==> config.mk <==
export PLATFORM = sky130hd
export DESIGN_NAME = sprite_line_mixer
export DESIGN_NICKNAME = d
export VERILOG_FILES = /design/src/rtl/sprite_line_mixer.sv
export SDC_FILE = /design/constraint.sdc
export NUM_CORES = 1
export LEC_CHECK = 0
export BUFFER_PORTS_ARGS = -buffer_cell sky130_fd_sc_hd__buf_4
export CORE_MARGIN = 2
export CORE_UTILIZATION = 44
export CTS_BUF_LIST = sky130_fd_sc_hd__clkbuf_16
export DETAILED_ROUTE_END_ITERATION = 16
export SETUP_SLACK_MARGIN = 0.5
export SLEW_MARGIN = 30
export SYNTH_ARGS = -nofsm -noshare
export SYNTH_HDL_FRONTEND = slang
export SYNTH_SLANG_ARGS = --single-unit
export TNS_END_PERCENT = 30
==> constraint.sdc <==
create_clock -name clk -period 4.3 [get_ports clk]
set_input_delay 0.215 -clock clk [delete_from_list [all_inputs] [get_ports clk]]
set_output_delay 0.215 -clock clk [all_outputs]
set_load 0.1 [all_outputs]
==> src/rtl/sprite_line_mixer.sv <==
// sprite_line_mixer: per-pixel sprite/background lane shifter with priority resolve,
// sprite-0 collision and background underrun tracking.
module sprite_line_mixer #(
   parameter int NUM_SPRITES = 8,
   parameter int BPP = 2,
   parameter int TILE_W = 16,
   parameter int PAL_W = 3,
   parameter int X_W = 11,
   parameter int CW = (NUM_SPRITES > 1) ? $clog2(NUM_SPRITES) : 1,
   parameter int FX_W = $clog2(TILE_W)
) (
   input  logic                  clk,
   input  logic                  reset,
   input  logic                  line_start,
   input  logic [FX_W-1:0]       fine_x,
   input  logic                  spr_load,
   input  logic [CW-1:0]         spr_chan,
   input  logic [TILE_W*BPP-1:0] spr_pattern,
   input  logic [X_W-1:0]        spr_x,
   input  logic [PAL_W-1:0]      spr_palette,
   input  logic                  spr_behind,
   input  logic                  spr_hflip,
   input  logic                  spr_clear_all,
   input  logic                  bg_load,
   input  logic [TILE_W*BPP-1:0] bg_pattern,
   input  logic [PAL_W-1:0]      bg_palette,
   output logic                  bg_pending_full,
   input  logic                  pixel_en,
   output logic                  pix_valid,
   output logic [BPP-1:0]        pix_index,
   output logic [PAL_W-1:0]      pix_palette,
   output logic                  pix_is_sprite,
   output logic [CW-1:0]         pix_chan,
   input  logic                  hit_clear,
   output logic                  sprite0_hit,
   output logic                  bg_underrun
);
   localparam int PW = TILE_W * BPP;
   localparam int RW = $clog2(TILE_W + 1);

   typedef enum logic {ST_RUN, ST_SKIP} state_t;
   state_t state, state_nx;
   logic [FX_W-1:0] skip_cnt, skip_nx;

   logic             spr_act  [NUM_SPRITES];
   logic [X_W-1:0]   spr_xcnt [NUM_SPRITES];
   logic [RW-1:0]    spr_rem  [NUM_SPRITES];
   logic [PW-1:0]    spr_sh   [NUM_SPRITES];
   logic [PAL_W-1:0] spr_pal  [NUM_SPRITES];
   logic             spr_beh  [NUM_SPRITES];
   logic [BPP-1:0]   lane_pix [NUM_SPRITES];
   logic [PW-1:0]    spr_rev;

   logic [PW-1:0]    bg_sh, bg_pend;
   logic [RW-1:0]    bg_rem;
   logic [PAL_W-1:0] bg_pal, bg_pend_pal, bg_pal_cur;
   logic [BPP-1:0]   bg_pix, win_pix;
   logic [PAL_W-1:0] win_pal;
   logic [CW-1:0]    win_chan;
   logic             win_found, win_beh, sprite_win, step, fire;

   assign step = pixel_en && !line_start;
   assign fire = step && state == ST_RUN;
   assign bg_pix = bg_rem != '0 ? bg_sh[BPP-1:0] : bg_pending_full ? bg_pend[BPP-1:0] : '0;
   assign bg_pal_cur = bg_rem != '0 ? bg_pal : bg_pend_pal;
   assign sprite_win = win_found && !(win_beh && bg_pix != '0);

   always_comb begin
      state_nx = state;
      skip_nx = skip_cnt;
      if (line_start) begin
         skip_nx = fine_x;
         state_nx = fine_x != '0 ? ST_SKIP : ST_RUN;
      end else if (pixel_en && state == ST_SKIP) begin
         skip_nx = skip_cnt - 1'b1;
         state_nx = skip_cnt == FX_W'(1) ? ST_RUN : ST_SKIP;
      end
   end

   always_ff @(posedge clk) begin
      if (reset) begin
         state <= ST_RUN;
         skip_cnt <= '0;
      end else begin
         state <= state_nx;
         skip_cnt <= skip_nx;
      end
   end

   // Walking from the highest lane down lets the lowest non-zero lane win.
   always_comb begin
      spr_rev = '0;
      win_found = 1'b0;
      win_beh = 1'b0;
      win_pix = '0;
      win_pal = '0;
      win_chan = '0;
      for (int k = 0; k < TILE_W; k++)
         spr_rev[k*BPP +: BPP] = spr_hflip ? spr_pattern[(TILE_W-1-k)*BPP +: BPP] : spr_pattern[k*BPP +: BPP];
      for (int i = NUM_SPRITES - 1; i >= 0; i--) begin
         lane_pix[i] = (spr_act[i] && spr_xcnt[i] == '0) ? spr_sh[i][BPP-1:0] : '0;
         if (lane_pix[i] != '0) begin
            win_found = 1'b1;
            win_beh = spr_beh[i];
            win_pix = lane_pix[i];
            win_pal = spr_pal[i];
            win_chan = CW'(i);
         end
      end
   end

   always_ff @(posedge clk) begin
      for (int i = 0; i < NUM_SPRITES; i++) begin
         if (reset) begin
            spr_act[i] <= 1'b0;
            spr_xcnt[i] <= '0;
            spr_rem[i] <= '0;
            spr_sh[i] <= '0;
            spr_pal[i] <= '0;
            spr_beh[i] <= 1'b0;
         end else if (spr_clear_all) begin
            spr_act[i] <= 1'b0;
         end else if (spr_load && spr_chan == CW'(i)) begin
            spr_act[i] <= 1'b1;
            spr_xcnt[i] <= spr_x;
            spr_rem[i] <= RW'(TILE_W);
            spr_sh[i] <= spr_rev;
            spr_pal[i] <= spr_palette;
            spr_beh[i] <= spr_behind;
         end else if (fire && spr_act[i]) begin
            if (spr_xcnt[i] != '0) spr_xcnt[i] <= spr_xcnt[i] - 1'b1;
            else begin
               spr_sh[i] <= spr_sh[i] >> BPP;
               spr_rem[i] <= spr_rem[i] - 1'b1;
               if (spr_rem[i] == RW'(1)) spr_act[i] <= 1'b0;
            end
         end
      end
   end

   // A pending load in the same cycle as a refill keeps the buffer full with the new row.
   always_ff @(posedge clk) begin
      if (reset) begin
         bg_sh <= '0;
         bg_rem <= '0;
         bg_pal <= '0;
         bg_pend <= '0;
         bg_pend_pal <= '0;
         bg_pending_full <= 1'b0;
         bg_underrun <= 1'b0;
      end else begin
         if (line_start) begin
            bg_underrun <= 1'b0;
            if (bg_pending_full) begin
               bg_sh <= bg_pend;
               bg_rem <= RW'(TILE_W);
               bg_pal <= bg_pend_pal;
               bg_pending_full <= 1'b0;
            end
         end else if (pixel_en) begin
            if (bg_rem != '0) begin
               bg_sh <= bg_sh >> BPP;
               bg_rem <= bg_rem - 1'b1;
            end else if (bg_pending_full) begin
               bg_sh <= bg_pend >> BPP;
               bg_rem <= RW'(TILE_W - 1);
               bg_pal <= bg_pend_pal;
               bg_pending_full <= 1'b0;
            end else bg_underrun <= 1'b1;
         end
         if (bg_load) begin
            bg_pend <= bg_pattern;
            bg_pend_pal <= bg_palette;
            bg_pending_full <= 1'b1;
         end
      end
   end

   always_ff @(posedge clk) begin
      if (reset) begin
         pix_valid <= 1'b0;
         pix_index <= '0;
         pix_palette <= '0;
         pix_is_sprite <= 1'b0;
         pix_chan <= '0;
         sprite0_hit <= 1'b0;
      end else begin
         pix_valid <= fire;
         if (fire) begin
            pix_index <= sprite_win ? win_pix : bg_pix;
            pix_palette <= sprite_win ? win_pal : bg_pal_cur;
            pix_is_sprite <= sprite_win;
            pix_chan <= sprite_win ? win_chan : '0;
         end
         sprite0_hit <= hit_clear ? 1'b0 : sprite0_hit || (fire && lane_pix[0] != '0 && bg_pix != '0);
      end
   end
endmodule

==> results of run 1 <==
-- cell families (layout without fill, tap and decap cells) --
family	Yosys count	count (layout)	share of synthesized area
compound gates	489	489	0.108
flops	517	517	0.601
simple gates	913	913	0.168
fa+ha+maj	32	32	0.0165
xor+xnor	94	94	0.0339
buf+inv	191	364	0.0300
other cells	0	2	0
mux	103	103	0.0425
-- cells in the final DEF, fill, tap and decap left out, drive strengths merged, types with 4 or more instances in the layout --
master,n
dfxtp,93
mux2i,103
and2,36
a31oi,8
inv,71
edfxtp,424
and3,10
or4,5
xor2,32
o211ai,5
buf,159
a21o,4
ha,32
or2,9
nand3b,5
clkbuf,58
bufinv,5
nand2b,8
o311ai,7
nand3,41
nor4b,7
nand4b,10
o22ai,4
o21ai,348
nand2,404
nor2,263
nand4,19
nor3b,8
nor2b,11
nor3,40
xnor2,62
and4,4
clkinv,22
or3,9
dlygate4sd3,46
nor4,18
a21oi,86
-- layout make-up --
class,count,share of cell area
Sequential cell,517,0.518
Multi-Input combinational cell,1631,0.321
Clock inverter,45,0.0115
Timing Repair Buffer,205,0.0588
Clock buffer,58,0.0515
Inverter,56,0.00746
Antenna cell,2,0.000178
Tap cell,704,0.0313
-- report_power, final --
group | switching [W] | internal (W) | total [W]
Combinational | 0.000618 | 0.000352 | 0.000970
Clock | 0.00199 | 0.00272 | 0.00470
Sequential | 0.000138 | 0.00565 | 0.00579
Total | 0.00274 | 0.00872 | 0.0115
-- worst min-delay path, cell delays in order --
cell and delay, ns:
buf_4 0.09, mux2i_1 0.11, nor2_1 0.10
-- sequential cells by signal (all words and copies together) (netlist names), 2 cells and up --
signal / cells
pix_palette: 3
spr_act: 8
spr_rem: 40
pix_chan: 3
bg_rem: 5
bg_pend: 32
spr_xcnt: 88
bg_sh: 32
bg_pend_pal: 3
spr_pal: 24
skip_cnt: 4
bg_pal: 3
pix_index: 2
spr_sh: 256
spr_beh: 8
-- per-stage QoR --
| step | area [um2] | setup slack, ns |
|---|---|---|
| 2_1_floorplan | 24300 | 0.963 |
| 3_3_place_gp | 25900 | 0.925 |
| 3_5_place_dp | 25900 | 0.894 |
| 4_1_cts | 28200 | 0.858 |
| 5_1_grt | 28200 | 0.687 |
| 6_report | 28200 | 0.802 |
-- routing by layer --
metal	GRT usage	wire length (um)	share of wire
met1	0.300	28000	0.45
met2	0.356	29400	0.47
met3	0.0323	3440	0.055
met4	0.0708	1760	0.028
met5	0	0	0
-- final timing paths --
check | end | slack [ns]
max reg2reg | pix_index[0]$_SDFFE_PP0P_ | 0.80
min | spr_sh[1][63]$_SDFFCE_PP0P_ | 0.03
max | pix_index[0]$_SDFFE_PP0P_ | 0.80
min reg2reg | bg_sh[31]$_SDFFE_PP0P_ | 0.46
==> metrics, run 1 <==
outcome finished, final reports clean; Max Fanout on Critical Path 14; Mapped Cells 2339; die area 0.0570 mm2; Most used DFF post-synth edfxtp_1; crit start category flip-flop; layout cells sized above 1 0.115; DRC 0; hold wc startpoint spr_pattern[1]; Post-synth ARST share 0; Clock Latency Late Sink 0.61 ns; count leader, synth edfxtp_1; clk_skew 0.0144 ns; WP data required 4.82 ns; H-Tree Depth 2; FF-to-FF Start spr_xcnt[1][33]$_DFFE_PP_; top cells by area, synth edfxtp_1 (52%), dfxtp_1 (7.7%), o21ai_0 (7.1%); Pwr per Cell Area 407 mW/mm2; Avg Inst Size Synth 10.4 um2; area taken by multi-input logic gates 0.00905 mm2; Worst-path clk slew 0.06 ns; I/O pin count 111; Detail Placement HPWL 40500 um; Final #Nets 2596; initial antenna violation count 2; Remaining Overflow, GRT 0; worst vdd ir 0.326 mV; Die Width 239 um; drt first-iter violations 1520; core region area 0.0548 mm2; post-CTS resize count 0; CTS tree yes; Setup TNS Final 0 ns; first-pass GRT wire length 96600 um; Leakage 10.2 nW; filler cell count 4906; Slowest cell on crit path nor4_1; relative slew slack 0.364; root buf cell clkbuf_16; Slew Limit Fails 0; Hold Crit Class in2reg; f_max 286 MHz; element type at the critical path end flip-flop; Yosys top cell area share 0.525; count of antenna-violating nets left after detailed routing 0; Setup CP Type reg2reg; cell breakdown of the critical path inv_1 -> ha_1 -> or4b_2 -> nor4_1 -> and3b_1 -> o32a_1 -> o211a_1 -> a211oi_4 -> or3_2 -> a31oi_1; placed cell count 3067; routed wire length 62600 um; Final Util 0.514; Worst path max stage delay 0.74 ns; Final Hold Viols 0; Final Setup Violations 0; hold_buf cts 46; DR WL/cell 19.5 um; crit path DAT 4.02 ns; Via-to-Cell Ratio 5.50; number of post-CTS setup repair buffers 0; GRT Total Usage 0.218; maximum capacitance violations 0; fin crit share 0.813; RSZ-0062 raised after global routing no; Netlist cell types 69; Worst setup startpoint spr_xcnt[1][33]$_DFFE_PP_; synthesis-to-layout area growth 16.1%; Worst Hold Depth 3; number of synthesized flops with an enable pin 424; worst hold slack 0.0263 ns; Worst Path Buf+Inv 1; cell taking the most area after synthesis edfxtp_1; total power draw 0.0115 W; critical path depth in cells 10; die height 239 um; Synth Net Count 2469; Initial Utilization 0.443; register area 0.0146 mm2; Slew @ Worst Pin 0.928 ns; clock tree buffer depth 3; vias in the first global route 16795; crit path time final 3.50 ns; Reg2Reg Depth 10; I/O Buffers 110; synthesized flop and latch total 517; # clock sinks 517; Crit path max-delay family simple AND/OR/NAND/NOR gates; top cells by count, synth edfxtp_1 (424), nand2_1 (404), o21ai_0 (344); DR vias 17709; Std-Cell Rows 86; YS warnings 0; DR pass1 iterations 5; Inserted Clock Buffers 55; Layout Cells excl Fill 3218; register area share after synthesis 0.601; Mapped Area 0.0243 mm2; Placer Congestion 0.897; pin count of the biggest net entering global routing 93
(Power assumes the default switching activity.)
==> inputs of run 2 (changes only) <==
--- a/config.mk
+++ b/config.mk
@@ -5,6 +5,7 @@
 export SDC_FILE = /design/constraint.sdc
 export NUM_CORES = 1
 export LEC_CHECK = 0
+export ABC_AREA = 1
 export BUFFER_PORTS_ARGS = -buffer_cell sky130_fd_sc_hd__buf_4
 export CORE_MARGIN = 2
 export CORE_UTILIZATION = 44
==> constraint.sdc (replaced) <==
create_clock -name clk -period 2.82 [get_ports clk]
set_input_delay 0.141 -clock clk [delete_from_list [all_inputs] [get_ports clk]]
set_output_delay 0.141 -clock clk [all_outputs]
set_load 0.1 [all_outputs]
==> run 2 against run 1 <==
  * Sequential share of layout area down 2.1 points
  * Synthesized cell count up 12%
  * Via count up 9.6%
  * Register-to-register slack worse by 0.45 ns
  * Largest power group unchanged
  * Highest routed layer unchanged
==> metrics, run 2 <==
top cells by area, synth edfxtp_1 (52%), o21ai_0 (8.1%), dfxtp_1 (7.6%); Hold Crit Class in2reg; core region area 0.0550 mm2; # clock sinks 517; synthesis-to-layout area growth 20.2%; Slowest cell on crit path edfxtp_1; Placed Instance Area 0.0263 mm2; simple-gate share of the synthesized area 0.185; DR vias 19403; register area 0.0146 mm2; total power draw 0.0174 W; YS warnings 0; CTS tree yes; internal power 0.0130 W; routed wire length 65600 um; Remaining Overflow, GRT 0; pin count of the biggest net entering global routing 51; vias in the first global route 18417; XOR/XNOR Fraction of Synth Area 0.0297; RSZ-0062 raised after global routing yes; area taken by multi-input logic gates 0.00895 mm2; f_max 405 MHz; first-pass GRT wire length 102000 um; DR WL/cell 18.2 um; Clock Latency Late Sink 0.61 ns; Inserted Clock Buffers 55; DR pass1 iterations 7; Setup CP Type reg2reg; max reg flops 256; I/O Buffers 110; Largest regs spr_sh x256, spr_xcnt x88, spr_rem x40; clock network fraction of total power 0.391; Biggest register spr_sh; crit path time final 2.47 ns; Netlist cell types 40; register area share after synthesis 0.597; met1 usage 0.304; GRT Total Usage 0.227; drt first-iter violations 1721; synthesized flop and latch total 517; die height 240 um; Synth Net Count 2740; die area 0.0575 mm2; most frequent cells in the layout nand2_1 (446), edfxtp_1 (424), o21ai_0 (392); Initial Utilization 0.445; crit path DAT 2.93 ns; DRC 0; met2 Usage GRT 0.384; initial antenna violation count 1; Setup TNS Final 0 ns; Slew Limit Fails 0; Net Sw Frac 0.252; root buf cell clkbuf_16; clk_skew 0.0137 ns; multiplexer area fraction after synthesis 0; outcome finished, final reports clean; Worst-path clk slew 0.06 ns; M3 GR Usage 0.0354; combinational family with the most area after synthesis simple AND/OR/NAND/NOR gates; Max Fanout on Critical Path 8; I/O pin count 111; count of antenna-violating nets left after detailed routing 0; cell breakdown of the critical path inv_2 -> ha_4 -> nand3_4 -> nor3_4 -> nand3b_1 -> nor2_4 -> buf_12 -> nand3_4 -> nand2_4 -> a21oi_1 -> nand2_1 -> nand2_1 -> nand2_2 -> nand2_4 -> nor2_4 -> nand2_1 -> nand2_1 -> a21oi_1; Slew @ Worst Pin 0.795 ns; top cells by count, synth nand2_1 (466), edfxtp_1 (424), o21ai_0 (394); Synth Area in Adders 0.0164; Placer Congestion 0.899; Mapped Cells 2610; Detail Placement HPWL 41800 um; maximum capacitance violations 0; P_sw 0.00439 W; Leakage 11.4 nW; Compound-Gate Fraction of Synth Area 0.119; crit start category flip-flop; Avg Inst Size Synth 9.37 um2; gr busiest metal met2; Worst path max stage delay 0.40 ns; Antenna diodes 0; sequential power share 0.508; Pwr per Cell Area 592 mW/mm2; Final #Nets 2937; WP data required 3.28 ns; most common cell after layout, fill and taps aside nand2_1; Final Hold Viols 0; Final Setup Violations 0; Post-synth ARST share 0; fin crit share 0.876; Std-Cell Rows 86; H-Tree Depth 2; Die Width 240 um; relative slew slack 0.469; worst vdd ir 0.506 mV; element type at the critical path end flip-flop; power share of the combinational group 0.101; number of synthesized flops with an enable pin 424; clock tree buffer depth 3; cell taking the most area after synthesis edfxtp_1; count leader, synth nand2_1; Yosys top cell area share 0.521; fin area 0.0294 mm2; Mapped Area 0.0245 mm2; Most used DFF post-synth edfxtp_1; layout cells sized above 1 0.138; filler cell count 4928; Via-to-Cell Ratio 5.39; CP dominant cell by count nand2_1
-- run 2: final cells by class --
cell class,count,area share
Timing Repair Buffer,270,0.0828
Inverter,213,0.0273
Tap cell,748,0.0318
Clock buffer,60,0.0511
Multi-Input combinational cell,1750,0.304
Sequential cell,517,0.496
Clock inverter,40,0.00609
-- run 2: kinds of logic (layout without fill, tap and decap cells) --
logic type,count (synthesis),count (layout)
DFF,517,517
xor gates and xnor gates,83,83
adders and majority gates,32,32
and+or+nand+nor,1080,1080
buffers and inverters,343,583
AOI/OAI and AO/OA,555,555
-- run 2: through the flow --
step                utilization  hold WS [ns]  setup slack [ns]  instances
floorplan                     -         0.214             0.291       2610
global placement          0.479         0.302             0.189       3398
detailed placement        0.479         0.304            0.0636       3398
CTS                       0.529       0.00669             0.371       3580
global route              0.535        0.0352             0.133       3598
finish                    0.535        0.0353             0.350       3598
-- run 2: final timing paths --
path / to / from / slack [ns] / cells after the start
hold / removal: spr_sh[1][127]$_SDFFCE_PP0P_ / spr_pattern[31] / 0.04 / 3
setup / recovery: pix_index[1]$_SDFFE_PP0P_ / spr_xcnt[0][0]$_DFFE_PP_ / 0.35 / 18
setup reg to reg: pix_index[1]$_SDFFE_PP0P_ / spr_xcnt[0][0]$_DFFE_PP_ / 0.35 / 18
hold reg to reg: sprite0_hit$_SDFF_PP0_ / sprite0_hit$_SDFF_PP0_ / 0.46 / 2
-- run 2: timing repair --
| action | 4_1_cts | 5_1_grt |
|---|---|---|
| cloned | 2 | 3 |
| pin swaps | 31 | 16 |
| hold buffers | 46 | 0 |
| gates resized for setup | 69 | 34 |
| endpoints found under the setup margin | 332 | 406 |
| endpoints found under the hold margin | 46 | 0 |
| buffers inserted | 34 | 15 |
-- run 2: power by group through the flow --
stage | sequential, W | combinational, W | clock [W]
after global routing | 0.00888 | 0.00193 | 0.00719
after global placement | 0.00898 | 0.00159 | 0
after floorplan | 0.00898 | 0.000955 | 0
after detailed placement | 0.00899 | 0.00162 | 0
after CTS | 0.00884 | 0.00173 | 0.00692
final | 0.00884 | 0.00176 | 0.00679
-- run 2: critical path: cells and delay by family, from the launching register on --
kind                       cells  cell delay [ns]
AOI/OAI and AO/OA              2             0.10
adders and majority gates      1             0.14
buffers and inverters          2             0.23
DFF                            1             0.40
and+or+nand+nor               13             1.43
-- run 2: routing by layer --
metal / part of all wire / vias up / wire length, um
li1: - / 9360 / -
met3: 0.059 / 95 / 3900
met2: 0.48 / 577 / 31500
met4: 0.022 / 0 / 1430
met5: 0 / - / 0
met1: 0.44 / 9371 / 28800
